[src/rtl/mcu_pkg.sv]
// Shared types and encodings for the multicycle RV32 control unit:
// state enum, opcodes, ALUOp and datapath mux encodings.
package mcu_pkg;

  typedef enum logic [3:0] {
    S_FETCH,
    S_DECODE,
    S_MEMADR,
    S_MEMREAD,
    S_MEMWB,
    S_MEMWR,
    S_EXEC_R,
    S_EXEC_I,
    S_ALUWB,
    S_BRANCH,
    S_JAL,
    S_LUI,
    S_FAULT
  } state_e;

  localparam logic [6:0] OP_LOAD   = 7'b0000011;
  localparam logic [6:0] OP_STORE  = 7'b0100011;
  localparam logic [6:0] OP_R      = 7'b0110011;
  localparam logic [6:0] OP_I      = 7'b0010011;
  localparam logic [6:0] OP_BRANCH = 7'b1100011;
  localparam logic [6:0] OP_JAL    = 7'b1101111;
  localparam logic [6:0] OP_LUI    = 7'b0110111;

  typedef enum logic [1:0] {
    ALUOP_ADD   = 2'b00,
    ALUOP_SUB   = 2'b01,
    ALUOP_FUNCT = 2'b10
  } aluop_e;

  localparam logic [2:0] ALU_ADD = 3'b000;
  localparam logic [2:0] ALU_SUB = 3'b001;
  localparam logic [2:0] ALU_AND = 3'b010;
  localparam logic [2:0] ALU_OR  = 3'b011;
  localparam logic [2:0] ALU_SLT = 3'b101;

  localparam logic [2:0] IMM_I = 3'b000;
  localparam logic [2:0] IMM_S = 3'b001;
  localparam logic [2:0] IMM_B = 3'b010;
  localparam logic [2:0] IMM_J = 3'b011;
  localparam logic [2:0] IMM_U = 3'b100;

  localparam logic [1:0] RES_ALUOUT    = 2'b00;
  localparam logic [1:0] RES_DATA      = 2'b01;
  localparam logic [1:0] RES_ALURESULT = 2'b10;
  localparam logic [1:0] RES_IMMEXT    = 2'b11;

  localparam logic [1:0] SRCA_PC    = 2'b00;
  localparam logic [1:0] SRCA_OLDPC = 2'b01;
  localparam logic [1:0] SRCA_RS1   = 2'b10;

  localparam logic [1:0] SRCB_RS2  = 2'b00;
  localparam logic [1:0] SRCB_IMM  = 2'b01;
  localparam logic [1:0] SRCB_FOUR = 2'b10;

  function automatic logic [2:0] imm_type(input logic [6:0] op);
    case (op)
      OP_STORE:  imm_type = IMM_S;
      OP_BRANCH: imm_type = IMM_B;
      OP_JAL:    imm_type = IMM_J;
      OP_LUI:    imm_type = IMM_U;
      default:   imm_type = IMM_I;
    endcase
  endfunction

endpackage

[src/rtl/multicycle_control_unit_alu_decoder.sv]
// ALU decoder: maps ALUOp plus funct3/op[5]/funct7[5] to an ALU control code.
module mc_alu_decoder
  import mcu_pkg::*;
#(
  parameter int ALUCTRL_W = 3
) (
  input  aluop_e               alu_op,
  input  logic [2:0]           funct3,
  input  logic                 op5,
  input  logic                 funct7_5,
  output logic [ALUCTRL_W-1:0] alu_control
);

  logic [2:0] ctl;

  always_comb begin
    ctl = ALU_ADD;
    case (alu_op)
      ALUOP_ADD: ctl = ALU_ADD;
      ALUOP_SUB: ctl = ALU_SUB;
      default: begin
        case (funct3)
          // only register-register ops carry a subtract; addi ignores funct7
          3'b000:  ctl = (op5 & funct7_5) ? ALU_SUB : ALU_ADD;
          3'b010:  ctl = ALU_SLT;
          3'b110:  ctl = ALU_OR;
          3'b111:  ctl = ALU_AND;
          default: ctl = ALU_ADD;
        endcase
      end
    endcase
  end

  assign alu_control = ALUCTRL_W'(ctl);

endmodule

[src/rtl/multicycle_control_unit.sv]
// Multicycle RV32 control FSM sharing one memory port and one ALU.
// Define MCU_BRANCH_EXT_EN to also accept bne (funct3 001) in BRANCH.
module multicycle_control_unit
  import mcu_pkg::*;
#(
  parameter int ALUCTRL_W      = 3,
  parameter int IMMSRC_W       = 3,
  parameter int TIMEOUT_CYCLES = 255,
  parameter int CNT_W          = 8
) (
  input  logic                 clk,
  input  logic                 rst_n,
  input  logic [6:0]           op,
  input  logic [2:0]           funct3,
  input  logic                 funct7_5,
  input  logic                 zero,
  input  logic                 mem_ready,
  output logic                 mem_req,
  output logic                 pc_write,
  output logic                 adr_src,
  output logic                 mem_write,
  output logic                 ir_write,
  output logic [1:0]           result_src,
  output logic [1:0]           alu_src_a,
  output logic [1:0]           alu_src_b,
  output logic [IMMSRC_W-1:0]  imm_src,
  output logic                 reg_write,
  output logic [ALUCTRL_W-1:0] alu_control,
  output logic                 fault
);

  state_e           state_q, state_d;
  logic [CNT_W-1:0] wait_cnt_q, wait_cnt_d;
  logic             mem_req_i, pc_write_i, ir_write_i, reg_write_i, mem_write_i;
  logic             waiting, timeout_hit;
  aluop_e           alu_op;

  assign waiting     = mem_req_i & ~mem_ready;
  assign timeout_hit = (TIMEOUT_CYCLES != 0) && waiting &&
                       (wait_cnt_q == CNT_W'(TIMEOUT_CYCLES));

  always_comb begin
    state_d     = state_q;
    mem_req_i   = 1'b0;
    pc_write_i  = 1'b0;
    ir_write_i  = 1'b0;
    reg_write_i = 1'b0;
    mem_write_i = 1'b0;
    adr_src     = 1'b0;
    result_src  = RES_ALUOUT;
    alu_src_a   = SRCA_PC;
    alu_src_b   = SRCB_RS2;
    alu_op      = ALUOP_ADD;
    case (state_q)
      S_FETCH: begin
        mem_req_i  = 1'b1;
        alu_src_b  = SRCB_FOUR;
        result_src = RES_ALURESULT;
        ir_write_i = mem_ready;
        pc_write_i = mem_ready;
        if (mem_ready) state_d = S_DECODE;
      end
      S_DECODE: begin
        alu_src_a = SRCA_OLDPC;
        alu_src_b = SRCB_IMM;
        case (op)
          OP_LOAD, OP_STORE: state_d = S_MEMADR;
          OP_R:              state_d = S_EXEC_R;
          OP_I:              state_d = S_EXEC_I;
          OP_BRANCH:         state_d = S_BRANCH;
          OP_JAL:            state_d = S_JAL;
          OP_LUI:            state_d = S_LUI;
          default:           state_d = S_FAULT;
        endcase
      end
      S_MEMADR: begin
        alu_src_a = SRCA_RS1;
        alu_src_b = SRCB_IMM;
        state_d   = op[5] ? S_MEMWR : S_MEMREAD;
      end
      S_MEMREAD: begin
        mem_req_i = 1'b1;
        adr_src   = 1'b1;
        if (mem_ready) state_d = S_MEMWB;
      end
      S_MEMWB: begin
        result_src  = RES_DATA;
        reg_write_i = 1'b1;
        state_d     = S_FETCH;
      end
      S_MEMWR: begin
        mem_req_i   = 1'b1;
        mem_write_i = 1'b1;
        adr_src     = 1'b1;
        if (mem_ready) state_d = S_FETCH;
      end
      S_EXEC_R, S_EXEC_I: begin
        alu_src_a = SRCA_RS1;
        alu_src_b = (state_q == S_EXEC_I) ? SRCB_IMM : SRCB_RS2;
        alu_op    = ALUOP_FUNCT;
        state_d   = S_ALUWB;
      end
      S_ALUWB: begin
        reg_write_i = 1'b1;
        state_d     = S_FETCH;
      end
      S_JAL: begin
        alu_src_a  = SRCA_OLDPC;
        alu_src_b  = SRCB_FOUR;
        pc_write_i = 1'b1;
        state_d    = S_ALUWB;
      end
      S_BRANCH: begin
        alu_src_a = SRCA_RS1;
        alu_op    = ALUOP_SUB;
        state_d   = S_FETCH;
        if (funct3 == 3'b000) pc_write_i = zero;
`ifdef MCU_BRANCH_EXT_EN
        else if (funct3 == 3'b001) pc_write_i = ~zero;
`endif
        else state_d = S_FAULT;
      end
      S_LUI: begin
        result_src  = RES_IMMEXT;
        reg_write_i = 1'b1;
        state_d     = S_FETCH;
      end
      S_FAULT: state_d = S_FAULT;
      default: state_d = S_FAULT;
    endcase
    // a ready in the final allowed cycle still completes normally
    if (timeout_hit) state_d = S_FAULT;

    if (state_d != state_q) wait_cnt_d = '0;
    else if (waiting)       wait_cnt_d = wait_cnt_q + 1'b1;
    else                    wait_cnt_d = wait_cnt_q;
  end

  always_ff @(posedge clk) begin
    if (!rst_n) begin
      state_q    <= S_FETCH;
      wait_cnt_q <= '0;
    end else begin
      state_q    <= state_d;
      wait_cnt_q <= wait_cnt_d;
    end
  end

  mc_alu_decoder #(.ALUCTRL_W(ALUCTRL_W)) u_alu_dec (
    .alu_op      (alu_op),
    .funct3      (funct3),
    .op5         (op[5]),
    .funct7_5    (funct7_5),
    .alu_control (alu_control)
  );

  assign mem_req   = mem_req_i & rst_n;
  assign pc_write  = pc_write_i & rst_n;
  assign ir_write  = ir_write_i & rst_n;
  assign reg_write = reg_write_i & rst_n;
  assign mem_write = mem_write_i & rst_n;
  assign imm_src   = IMMSRC_W'(imm_type(op));
  assign fault     = (state_q == S_FAULT);

endmodule

[config.mk]
export PLATFORM = sky130hd
export DESIGN_NAME = multicycle_control_unit
export DESIGN_NICKNAME = d
export VERILOG_FILES = /design/src/rtl/mcu_pkg.sv /design/src/rtl/multicycle_control_unit_alu_decoder.sv /design/src/rtl/multicycle_control_unit.sv
export SDC_FILE = /design/constraint.sdc
export NUM_CORES = 1
export LEC_CHECK = 0
export ABC_CLOCK_PERIOD_IN_PS = 3900
export CAP_MARGIN = 20
export CELL_PAD_IN_SITES_DETAIL_PLACEMENT = 1
export CELL_PAD_IN_SITES_GLOBAL_PLACEMENT = 1
export CORE_ASPECT_RATIO = 0.75
export CORE_MARGIN = 5
export CORE_UTILIZATION = 36
export DETAILED_ROUTE_END_ITERATION = 10
export PLACE_DENSITY = 0.84
export SLEW_MARGIN = 10
export SYNTH_ARGS = -nofsm -noshare
export SYNTH_HDL_FRONTEND = slang
export SYNTH_SLANG_ARGS = --single-unit
export TNS_END_PERCENT = 50
[constraint.sdc]
create_clock -name clk -period 3.9 [get_ports clk]
set_input_delay 1.17 -clock clk [delete_from_list [all_inputs] [get_ports clk]]
set_output_delay 1.17 -clock clk [all_outputs]
set_load 0.05 [all_outputs]
Word level (Yosys, flattened, before mapping)
Cells that the tools add are included.

$add $sub $neg: 1. Equal/unequal tests: 25. Multiplexer cells: 24. Bitwise logic cells: 9. Reductions and logical operators: 15.

Operators with widths (count): $pmux W4 S8 (1); $pmux W3 S4 (2); $pmux W4 S6 (1); $eq A7 B6 Y1 const B (3); $eq A4 B4 Y1 const B (5); $mux W4 (5); $eq A4 B3 Y1 const B (4); $eq A7 B7 Y1 const B (2); $reduce_or A2 Y1 (7); $pmux W2 S3 (2); $reduce_or A3 Y1 (3); $add A8 B1 Y8 const B (1); $eq A4 B2 Y1 const B (2); $eq A8 B8 Y1 const B (1); $mux W1 (8); $pmux W2 S2 (2); $and A1 B1 Y1 (7); $eq A7 B2 Y1 const B (1); $eq A7 B5 Y1 const B (1); $eq A3 B3 Y1 const B (2); $pmux W3 S2 (1); $eq A4 B1 Y1 const B (1); $logic_not A4 Y1 (1); $ne A4 B4 Y1 (1); 9 further kinds (10).

Bits in registers: 12.

Depth between registers and ports, before layout
Depth after elaboration: 8. Mapped depth: 7.

Hierarchy
From an unflattened synthesis, not the netlist that was laid out.

Cell total of the unflattened synthesis: 174. Area, all modules: 1263.7 um^2.

Modules (own cells, without submodules): multicycle_control_unit (instances 1, cells each 167, area an instance 1221.2 um^2, sequential area each 240.2 um^2); mc_alu_decoder (instances 1, cells each 7, area an instance 42.5 um^2, sequential area each 0.0 um^2).

Worst setup path before layout
OpenSTA, ideal clock, no wires.

Kind: input to output. Start point: input port op[2]. End point: output port imm_src[1]. Data arrival time: 3110 ps. Slack: -380 ps. Stages: 3. Path through: buf_4 > xor2_1 > nor4b_1.

Word-level cells in the longest chain between the ends: 2.

RTL lines: start, declared (RTL line multicycle_control_unit.sv:13) `input logic [6:0] op,`; $eq A7 B6 Y1 / $eq A7 B7 Y1 (equally long branches) (RTL line mcu_pkg.sv:61) `case (op)`; $pmux W3 S4 * (RTL line mcu_pkg.sv:61); end, declared (RTL line multicycle_control_unit.sv:26) `output logic [IMMSRC_W-1:0] imm_src,`.

Mark *: on every way between the ends. The rest lies on a longest branch, timed or not.

Final worst setup path
Start point: input port funct3[2]. End point: output port pc_write.

Word-level cells in the longest chain between the ends: 4.

RTL lines: start, declared (RTL line multicycle_control_unit.sv:14) `input logic [2:0] funct3,`; $logic_not A3 Y1 (RTL line multicycle_control_unit.sv:117) `if (funct3 == 3'b000) pc_write_i = zero;`; $mux W1 (RTL line multicycle_control_unit.sv:117); $pmux W1 S3 (RTL line multicycle_control_unit.sv:54) `case (state_q)`; $and A1 B1 Y1 (RTL line multicycle_control_unit.sv:158) `assign pc_write = pc_write_i & rst_n;`; end, declared (RTL line multicycle_control_unit.sv:19) `output logic pc_write,`.

No other way between the ends.

==> qor.csv <==
stage,metric,value,unit
synthesis,xor/xnor share of the synthesized area,0.0796,
setup_path,Worst Reg-to-Reg Cells,6,
setup_path,Worst Path Max Fanout,3,
min_path,worst hold endpoint,wait_cnt_q[1],
global_routing,global-route wire length before repair,8280,um
setup_path,reg2reg end,wait_cnt_q[5],
route,DRC viols,0,
timing,unrepaired setup endpoints after global routing,false,
finish,share of post-route cells with drive strength above 1,0.181,
power,Overall Power,0.466,mW
power,worst vdd ir,0.000154,V
run,Max-cap violations,0,
floorplanning,chip width,76.9,um
synthesis,Synth Cell Area,1210,um^2
synthesis,mux share of post-synthesis cell area,0.00827,
timing,FMAX,0.265,GHz
timing,final setup fails,0,
clocking,"Hold-fix buffers, CTS",0,
synthesis,"Seq/Total Area, Yosys",0.199,
clocking,Clock Latency Late Sink,250,ps
clocking,"CTS clk-pin slew, worst paths",60,ps
synthesis,Synth Area in Adders,0.0103,
finish,Final Util,0.542,
min_path,HP Class,flop to flop,
setup_path,RR Startpoint,state_q[2],
min_path,Hold Crit Start,wait_cnt_q[1],
synthesis,post-synthesis simple-gate area fraction,0.364,
clocking,CTS Buf Count,3,
power,Pwr per Cell Area,263,nW/um^2
global_routing,pin count of the biggest net entering global routing,19,
min_path,WHS Path Cells,2,
global_routing,GRT Util Overall,0.224,
power,Leak,0.609,nW
place,port bufs,33,
setup_path,CP startpoint kind,input pin,
synthesis,synthesized instance count,165,
run_status,outcome,"finished, final reports clean",
clocking,TritonCTS clock tree,yes,
floorplanning,Die H,60.2,um
clocking,root buf cell,clkbuf_8,
timing,Final Hold Fails,0,
clocking,CTS sink cnt,12,
timing,fin crit period,3770,ps
timing,Final period util,0.966,
place,Detailed Place HPWL,3590,um
global_routing,initial antenna violation count,0,
floorplanning,Top-Level Pins,34,
setup_path,Worst R2R Setup Slack,1300,ps
clocking,setup bufs post-CTS,0,
synthesis,Synth cell types,47,
floorplanning,Die ar.,4630,um^2
clocking,# resized after CTS,0,
global_routing,grt total ovfl,0,
place,Final GP Congestion,0.826,
route,Via density,6.24,
route,antenna-violating nets left,0,
finish,fin nets,216,
synthesis,YS warnings,0,
route,via count,1491,
finish,layout overhead on the synthesized area,46.2,%
floorplanning,Starting Density,0.370,
route,DRT Pass-1 Iters,4,
setup_path,CP required,2730,ps
global_routing,vias in the first global route,1624,
floorplanning,core region area,3270,um^2
timing,Worst Hold Slack,542,ps
synthesis,Post-Syn Nets,181,
synthesis,largest family of logic cells by synthesized area,simple AND/OR/NAND/NOR gates,
synthesis,Yosys reg bits,12,
finish,n_diodes,0,
timing,"Slew Viols, Final",0,
setup_path,critical path capture point type,output port,
setup_path,crit path DAT,2600,ps
synthesis,"Avg Cell Area, Syn",7.33,um^2
timing,clk_skew,3.89,ps
timing,max_slew headroom,0.401,
route,DRT Wirelength,5030,um
synthesis,Synth Area in Compound Gates,0.261,
route,wire per inst,21.1,um
clocking,Clock Path Buffers,2,
floorplanning,Cell Rows,18,
route,1st-iter DRT viols,244,
timing,Worst Max-Slew Pin Slew,899,ps
setup_path,Setup CP Type,input pin to output port,
clocking,H-Tree Depth,1,
critical path: stages:
cell and delay, ps:
clkdlybuf4s50_1 460, nor3_2 280, a31oi_1 120, nor2_1 100, a31o_2 110, and3_1 210
buf_12 150
routing by layer:
| layer | vias to the layer above | GRT usage | part of all wire |
|---|---|---|---|
| li1 | 688 | - | - |
| met1 | 746 | 0.277 | 0.43 |
| met2 | 51 | 0.406 | 0.51 |
| met3 | 6 | 0.0361 | 0.052 |
| met4 | 0 | 0.0648 | 0.011 |
| met5 | - | 0 | 0 |
flip-flops by register name, indices dropped and copies added, names as in the netlist:
name        cells
wait_cnt_q      8
state_q         4
cell usage after synthesis, drive strengths merged:
| cell type | count | area (um^2) |
|---|---|---|
| a21oi | 6 | 30.0 |
| and2 | 1 | 6.26 |
| or3 | 3 | 18.8 |
| o21a | 4 | 30.0 |
| inv | 6 | 22.5 |
| ha | 1 | 12.5 |
| or2 | 2 | 12.5 |
| o32ai | 3 | 26.3 |
| clkbuf | 6 | 22.5 |
| a32oi | 1 | 8.76 |
| a32o | 1 | 10.0 |
| a22oi | 1 | 7.51 |
| nand2 | 11 | 41.3 |
| or3b | 1 | 8.76 |
| xor2 | 4 | 35.0 |
| dfxtp | 12 | 240 |
| nor3 | 10 | 50.1 |
| o31ai | 1 | 7.51 |
| nand3b | 6 | 45.0 |
| nor3b | 2 | 15.0 |
| or4 | 2 | 18.8 |
| and3 | 2 | 12.5 |
| a21o | 1 | 7.51 |
| o221ai | 1 | 8.76 |
| o311a | 1 | 21.3 |
| buf | 7 | 50.0 |
| nor4b | 3 | 26.3 |
| a211oi | 8 | 60.1 |
| or4b | 1 | 10.0 |
| and4 | 1 | 8.76 |
| and3b | 1 | 10.0 |
| nand4 | 1 | 6.26 |
| a221oi | 1 | 15.0 |
| o21ai | 8 | 40.0 |
| xnor2 | 7 | 61.3 |
| nor2b | 3 | 18.8 |
| a31o | 2 | 17.5 |
| nand3 | 9 | 45.0 |
| a31oi | 4 | 25.0 |
| nor2 | 13 | 48.8 |
| mux2i | 1 | 10.0 |
| nand2b | 3 | 18.8 |
| nor4 | 3 | 18.8 |
kinds of logic (layout without fill, tap and decap cells):
logic type,count (synthesis),in the layout
adder cells (fa/ha/maj),1,1
flip-flops,12,12
multiplexers,1,1
buffers and inverters,19,53
XOR/XNOR,11,11
AND/OR/NAND/NOR,78,78
AO/OA/AOI/OAI,43,43
cells in the final DEF (no fill, tap or decap), drive strengths merged, types with 3 or more instances in the layout:
master,instances
inv,6
or3,3
dfxtp,12
a31oi,4
nor4b,3
o32ai,3
nand3,9
nand2b,3
nor2b,3
clkdlybuf4s50,22
nand3b,6
xor2,4
nor3,10
o21ai,8
nand2,11
buf,21
xnor2,7
o21a,4
nor2,13
a21oi,6
nor4,3
a211oi,8
clkbuf,4
how the worst max path moves through the flow:
stage | start | endpoint | cells past startpoint
after global placement | funct3[2] | pc_write | 7
after floorplan | op[2] | imm_src[0] | 3
after CTS | funct3[0] | pc_write | 7
after detailed placement | funct3[2] | pc_write | 7
final | funct3[2] | pc_write | 7
after global routing | funct3[2] | pc_write | 7
per-stage QoR:
step	instances	TNS, ps	setup slack (ps)	instance area, um^2
after global routing	239	0	39.4	1770
final	239	0	133	1770
after floorplan	165	-144	-143	1220
after detailed placement	235	0	101	1710
after global placement	235	0	171	1710
after CTS	239	0	86.4	1760
layout make-up:
type                    instances  area [um^2]
clock buffers                   4         55.1
fillers                       396         1500
well taps                      40         50.0
multi-input cells             134          886
repair buffers                 43          515
flip-flops and latches         12          240
inverters                       6         22.5
where the power goes:
part	switching, mW	internal [mW]
Combinational	0.120	0.0751
Clock	0.0512	0.0895
Sequential	0.00433	0.126
Total	0.176	0.290
Power figures use the tool's default switching activity.
